## src/rtl/uart_rx.sv

```systemverilog
// 8N1 UART receiver: 2-flop synchroniser, 16x oversampling, 3-sample majority vote per bit,
// valid/ready holding register with framing-error and overrun pulses.
module uart_rx #(
  parameter int unsigned CLK_HZ = 50000000,
  parameter int unsigned BAUD   = 115200,
  parameter int unsigned OSR    = 16
) (
  input  logic       clk,
  input  logic       rst,
  input  logic       rxd,
  input  logic       rx_ready,
  output logic [7:0] rx_data,
  output logic       rx_valid,
  output logic       rx_busy,
  output logic       rx_frame_err,
  output logic       rx_overrun
);

  localparam int unsigned DIV = CLK_HZ / (BAUD * OSR);
  localparam int unsigned DW  = (DIV > 1) ? $clog2(DIV) : 1;
  localparam logic [DW-1:0] DivMax = DW'(DIV - 1);

  typedef enum logic [1:0] {StIdle, StStart, StData, StStop} state_e;

  state_e      state_q;
  logic        rxd_m_q, rxd_s_q, rxd_prev_q;
  logic [DW-1:0] div_q;
  logic [3:0]  phase_q;
  logic [2:0]  bit_idx_q;
  logic [7:0]  shift_q;
  logic        s7_q, s8_q;

  logic tick, decide, wrap, maj, fall;

  assign tick   = (state_q != StIdle) && (div_q == DivMax);
  // Phase value names the tick that advances it, so "tick 9" is the tick leaving phase 8.
  assign decide = tick && (phase_q == 4'd8);
  assign wrap   = tick && (phase_q == 4'd15);
  assign maj    = (s7_q & s8_q) | (s7_q & rxd_s_q) | (s8_q & rxd_s_q);
  assign fall   = rxd_prev_q & ~rxd_s_q;

  always_ff @(posedge clk or posedge rst) begin
    if (rst) begin
      state_q      <= StIdle;
      rxd_m_q      <= 1'b1;
      rxd_s_q      <= 1'b1;
      rxd_prev_q   <= 1'b1;
      div_q        <= '0;
      phase_q      <= '0;
      bit_idx_q    <= '0;
      shift_q      <= '0;
      s7_q         <= 1'b0;
      s8_q         <= 1'b0;
      rx_data      <= '0;
      rx_valid     <= 1'b0;
      rx_busy      <= 1'b0;
      rx_frame_err <= 1'b0;
      rx_overrun   <= 1'b0;
    end else begin
      rxd_m_q      <= rxd;
      rxd_s_q      <= rxd_m_q;
      rxd_prev_q   <= rxd_s_q;
      rx_frame_err <= 1'b0;
      rx_overrun   <= 1'b0;

      if (rx_valid && rx_ready) rx_valid <= 1'b0;

      if (state_q != StIdle) div_q <= tick ? '0 : div_q + 1'b1;
      if (tick) begin
        phase_q <= phase_q + 4'd1;
        if (phase_q == 4'd6) s7_q <= rxd_s_q;
        if (phase_q == 4'd7) s8_q <= rxd_s_q;
      end

      case (state_q)
        StIdle: begin
          if (fall) begin
            state_q <= StStart;
            div_q   <= '0;
            phase_q <= '0;
            rx_busy <= 1'b1;
          end
        end
        StStart: begin
          if (decide && maj) begin
            state_q <= StIdle;
            div_q   <= '0;
            phase_q <= '0;
            rx_busy <= 1'b0;
          end else if (wrap) begin
            state_q   <= StData;
            bit_idx_q <= '0;
          end
        end
        StData: begin
          if (decide) shift_q <= {maj, shift_q[7:1]};
          if (wrap) begin
            bit_idx_q <= bit_idx_q + 3'd1;
            if (bit_idx_q == 3'd7) state_q <= StStop;
          end
        end
        StStop: begin
          if (decide) begin
            state_q <= StIdle;
            div_q   <= '0;
            phase_q <= '0;
            rx_busy <= 1'b0;
            if (!maj) begin
              rx_frame_err <= 1'b1;
            end else if (!rx_valid || rx_ready) begin
              // A byte consumed this same cycle frees the register for the new one.
              rx_data  <= shift_q;
              rx_valid <= 1'b1;
            end else begin
              rx_overrun <= 1'b1;
            end
          end
        end
        default: state_q <= StIdle;
      endcase
    end
  end

endmodule

```

## config.mk

```make
export PLATFORM = sky130hd
export DESIGN_NAME = uart_rx
export DESIGN_NICKNAME = d
export VERILOG_FILES = /design/src/rtl/uart_rx.sv
export SDC_FILE = /design/constraint.sdc
export NUM_CORES = 1
export LEC_CHECK = 0
export CAP_MARGIN = 20
export CORE_MARGIN = 10
export CORE_UTILIZATION = 45
export DETAILED_ROUTE_END_ITERATION = 16
export GPL_TIMING_DRIVEN = 0
export MAX_ROUTING_LAYER = met4
export PLACE_DENSITY_LB_ADDON = 0.15
export SKIP_CTS_REPAIR_TIMING = 1
export SYNTH_ARGS = -nofsm -noshare
export SYNTH_HDL_FRONTEND = slang
export SYNTH_SLANG_ARGS = --single-unit
```

## constraint.sdc

```tcl
create_clock -name clk -period 2.97 [get_ports clk]
set_clock_uncertainty 0.05 [all_clocks]
set_input_delay 0.594 -clock clk [delete_from_list [all_inputs] [get_ports clk]]
set_output_delay 0.594 -clock clk [all_outputs]
set_load 0.01 [all_outputs]
```

==> Flow_metrics.wiki <==
{| class="wikitable"
! Metric !! Value
|-
| Clock network fraction of design power || 30.5%
|-
| TritonCTS clock tree || built
|-
| Combinational share of power || 15.0%
|-
| Gpl congestion || 0.8403
|-
| Cell Rows || 22
|-
| Maximum buffer depth of the clock tree || 2
|-
| Critical Setup Path Class || reg2reg
|-
| Critical-path cell list || inv_1 > ha_1 > and4b_1 > buf_6 > nand2_4 > nor3_4 > mux2_2
|-
| Sum of routed wire length over all layers || 3.158 mm
|-
| CTS H-tree depth || 2
|-
| Worst min-delay path class || reg2reg
|-
| Metal2 WL || 1.542 mm
|-
| Largest voltage drop on the vdd net || 305.0 uV
|-
| Worst hold margin || 0.3079 ns
|-
| Length of the first detailed-routing pass in iterations || 4
|-
| DRC viols || 0
|-
| Antenna violations before repair || 0
|-
| FFs w/ async S/R, synth || 100.0%
|-
| Area after detailed placement || 0.002003 mm2
|-
| RSZ-0062 raised after global routing || no
|-
| Number of nets in the final layout || 178
|-
| Time the worst path needs with I/O delays and setup || 2.052 ns
|-
| Clock root cell || sky130_fd_sc_hd__clkbuf_8
|-
| Number of max-cap violations || 0
|-
| Synthesized netlist cell count || 144
|-
| Cell taking the most area after synthesis || sky130_fd_sc_hd__dfrtp_1
|-
| F_max || 487.3 MHz
|-
| Via count of the first global-routing pass || 1167
|-
| Reg-to-Reg Start || div_q[0]$_DFF_PP0_
|-
| Prevailing post-synth register cell || sky130_fd_sc_hd__dfrtp_1
|-
| Worst slew slack as a fraction of its limit || 54.89%
|-
| Die height || 82.64 um
|-
| First-iteration detailed-routing DRC count || 121
|-
| Nature of the critical path endpoint || flop
|-
| Final antenna-violating net count || 0
|-
| Clock sink total || 39
|-
| Launch instance of the worst min-delay path || rxd_m_q$_DFF_PP1_
|-
| Unique cell type count in the Yosys netlist || 37
|-
| Post-place setup slack || 0.8763 ns
|-
| Adder and majority cell fraction of the synthesized area || 5.599%
|-
| Area share of and/or/nand/nor cells after synthesis || 15.80%
|-
| Highest routed metal layer || met4
|-
| Remaining global-route overflow || 0
|-
| Setup-violating endpoint count in the final report || 0
|-
| Metal-1 WL || 1.432 mm
|-
| Core box area || 0.003716 mm2
|-
| Sequential Power Share || 54.5%
|-
| Reg2Reg Setup Slack || 0.92 ns
|-
| First-pass GRT wire length || 5.457 mm
|-
| Critical Path Source Type || flop
|-
| Cell count of the worst hold path || 0
|-
| Via count || 1141
|-
| Combinational family with the most area after synthesis || simple AND/OR/NAND/NOR gates
|-
| Fraction of synthesized area in multiplexers || 12.12%
|-
| Post-detailed-route wirelength per cell || 14.62 um
|-
| Aggregate global-route resource usage || 10.55%
|-
| Post-synthesis net count || 155
|-
| Wire length on met3 || 157 um
|-
| Worst-Margin Slew || 0.6759 ns
|-
| Post-Synth XOR/XNOR Area || 2.481%
|-
| Cell Pwr Density || 561.3 mW/mm2
|-
| Flops & latches, synth || 39
|-
| Endpoint with the worst hold slack || rxd_s_q$_DFF_PP1_
|-
| Outcome || complete, no violations
|-
| Setup total negative slack || 0 ns
|-
| Top-Level Pins || 16
|-
| Switching power || 0.3189 mW
|-
| Worst flop-to-flop path endpoint || shift_q[5]$_DFFE_PP0P_
|-
| Worst path top cell family by delay || simple AND/OR/NAND/NOR gates
|-
| Crit-path max FO || 10
|-
| Initial Utilization || 47.51%
|-
| Synthesized cell area || 0.001765 mm2
|-
| Leakage || 1.007 nW
|-
| Post-route fraction of the period consumed by the critical path || 69.10%
|-
| Required time worst endpoint || 3.09 ns
|-
| Number of inserted diodes || 0
|-
| Number of buffers and inverters on the critical path || 2
|-
| Total number of yosys warnings || 0
|-
| Average cell area after synthesis || 12.26 um2
|-
| Area share of the largest cell type after synthesis || 51.03%
|-
| # fillers || 322
|-
| Die footprint || 0.006829 mm2
|-
| Detail-routed via count per cell || 5.282
|-
| Count of buffers from port buffering || 15
|-
| Clock-pin slew on the worst setup and hold paths || 0.07 ns
|-
| Final-report hold violation count || 0
|-
| Library cell contributing the largest single delay on the critical path || sky130_fd_sc_hd__dfrtp_1
|-
| Number of buffers created by CTS || 5
|-
| DP Wirelength || 2.311 mm
|-
| WP data arrival || 2.17 ns
|-
| Complex-gate fraction of the synthesized area || 5.457%
|-
| Number of enable-type register cells in the synthesized netlist || 0
|-
| Insertion delay to the later sink of the worst-skew pair || 0.29 ns
|-
| Final Worst Setup Slack || 0.9178 ns
|-
| Switching part of the total || 27.12%
|-
| Max-slew violations || 0
|-
| Sequential fraction of the synthesis area || 55.49%
|-
| Delay of the slowest critical-path stage || 0.42 ns
|-
| Share of final-layout standard cells stronger than drive strength 1 || 23.21%
|-
| Pin count of the biggest net entering global routing || 25
|-
| Floorplan die width || 82.64 um
|-
| P_int || 0.8569 mW
|-
| Largest cells by area after synthesis || sky130_fd_sc_hd__dfrtp_1, sky130_fd_sc_hd__mux2_2, sky130_fd_sc_hd__ha_1
|-
| Post-route cell area || 0.002095 mm2
|-
| Worst-case reg-to-reg path depth || 7
|-
| Layout Area Growth over Synthesis || 18.64%
|}
## metal layers
layer	global-route usage (%)	up-vias
met4	3.010	0
met1	12.78	565
met5	-	-
li1	-	546
met2	16.41	25
met3	3.564	5
## power groups by stage
| stage | Sequential (mW) | Combinational (mW) | Clock, mW |
|---|---|---|---|
| after floorplan | 0.638 | 0.136 | 0 |
| after global placement | 0.644 | 0.164 | 0 |
| after detailed placement | 0.650 | 0.179 | 0 |
| after CTS | 0.641 | 0.180 | 0.373 |
| after global routing | 0.649 | 0.209 | 0.396 |
| final | 0.640 | 0.177 | 0.359 |
## cells in the final DEF, fill, tap and decap left out, types with 2 or more instances in the layout
master / n
sky130_fd_sc_hd__dfrtp_1: 36
sky130_fd_sc_hd__mux2_2: 19
sky130_fd_sc_hd__clkdlybuf4s50_1: 15
sky130_fd_sc_hd__nor2_1: 13
sky130_fd_sc_hd__nand2_1: 9
sky130_fd_sc_hd__ha_1: 7
sky130_fd_sc_hd__inv_1: 6
sky130_fd_sc_hd__clkbuf_8: 6
sky130_fd_sc_hd__nand4_1: 5
sky130_fd_sc_hd__xor2_1: 5
sky130_fd_sc_hd__nand3_1: 4
sky130_fd_sc_hd__o21ai_0: 3
sky130_fd_sc_hd__a21oi_1: 3
sky130_fd_sc_hd__nor3_1: 3
sky130_fd_sc_hd__dfstp_2: 3
sky130_fd_sc_hd__buf_4: 2
sky130_fd_sc_hd__nand2b_1: 2
sky130_fd_sc_hd__a22o_1: 2
sky130_fd_sc_hd__nand4b_1: 2
## synthesized netlist by cell type (all sizes together) (2+ instances only)
cell,n
mux2,19
nand2b,2
a21oi,3
nand2,10
nand3,4
nor2,14
dfrtp,36
inv,6
ha,7
nand4,5
dfstp,3
xor2,5
nand4b,2
nor3,4
buf,4
o21ai,3
a22o,2
## layout make-up
type                            instances  area [um2]  area share, %
Multi-Input combinational cell         95       732.0          34.95
Clock inverter                          1       5.005         0.2389
Timing Repair Buffer                   16       177.7          8.483
Buffer                                  4       31.28          1.493
Sequential cell                        39       979.7          46.77
Tap cell                               48       60.06          2.867
Inverter                                6       22.52          1.075
Clock buffer                            7       86.33          4.122
## state kept, by name, indices dropped and copies added (netlist names), 3 cells and up, named ones only
signal / flops
phase_q: 4
rx_data: 8
shift_q: 8
bit_idx_q: 3
div_q: 5
## how the worst max path moves through the flow
stage | startpoint | end | slack [ns] | cells past startpoint
after detailed placement | rx_ready | rx_data[0]$_DFFE_PP0P_ | 0.88 | 5
after CTS | div_q[0]$_DFF_PP0_ | shift_q[5]$_DFFE_PP0P_ | 0.91 | 7
after global routing | div_q[0]$_DFF_PP0_ | shift_q[0]$_DFFE_PP0P_ | 0.79 | 7
after global placement | rst | div_q[1]$_DFF_PP0_ | 0.69 | 2
final | div_q[0]$_DFF_PP0_ | shift_q[5]$_DFFE_PP0P_ | 0.92 | 7
after floorplan | div_q[0]$_DFF_PP0_ | shift_q[0]$_DFFE_PP0P_ | 1.17 | 7
## metrics by stage
stage / std cells / util, % / power (mW)
3_3_place_gp: 207 / 53.16 / 0.8088
4_1_cts: 216 / 56.36 / 1.194
3_5_place_dp: 208 / 53.91 / 0.8297
2_1_floorplan: 144 / - / 0.7735
6_report: 216 / 56.36 / 1.176
5_1_grt: 216 / 56.36 / 1.254
## cell families after synthesis
kind of cell | Yosys count
buffers and inverters | 10
AND/OR/NAND/NOR | 49
AO/OA/AOI/OAI | 14
XOR/XNOR | 5
adder cells (fa/ha/maj) | 8
flip-flops | 39
multiplexers | 19
(Power assumes the default switching activity.)
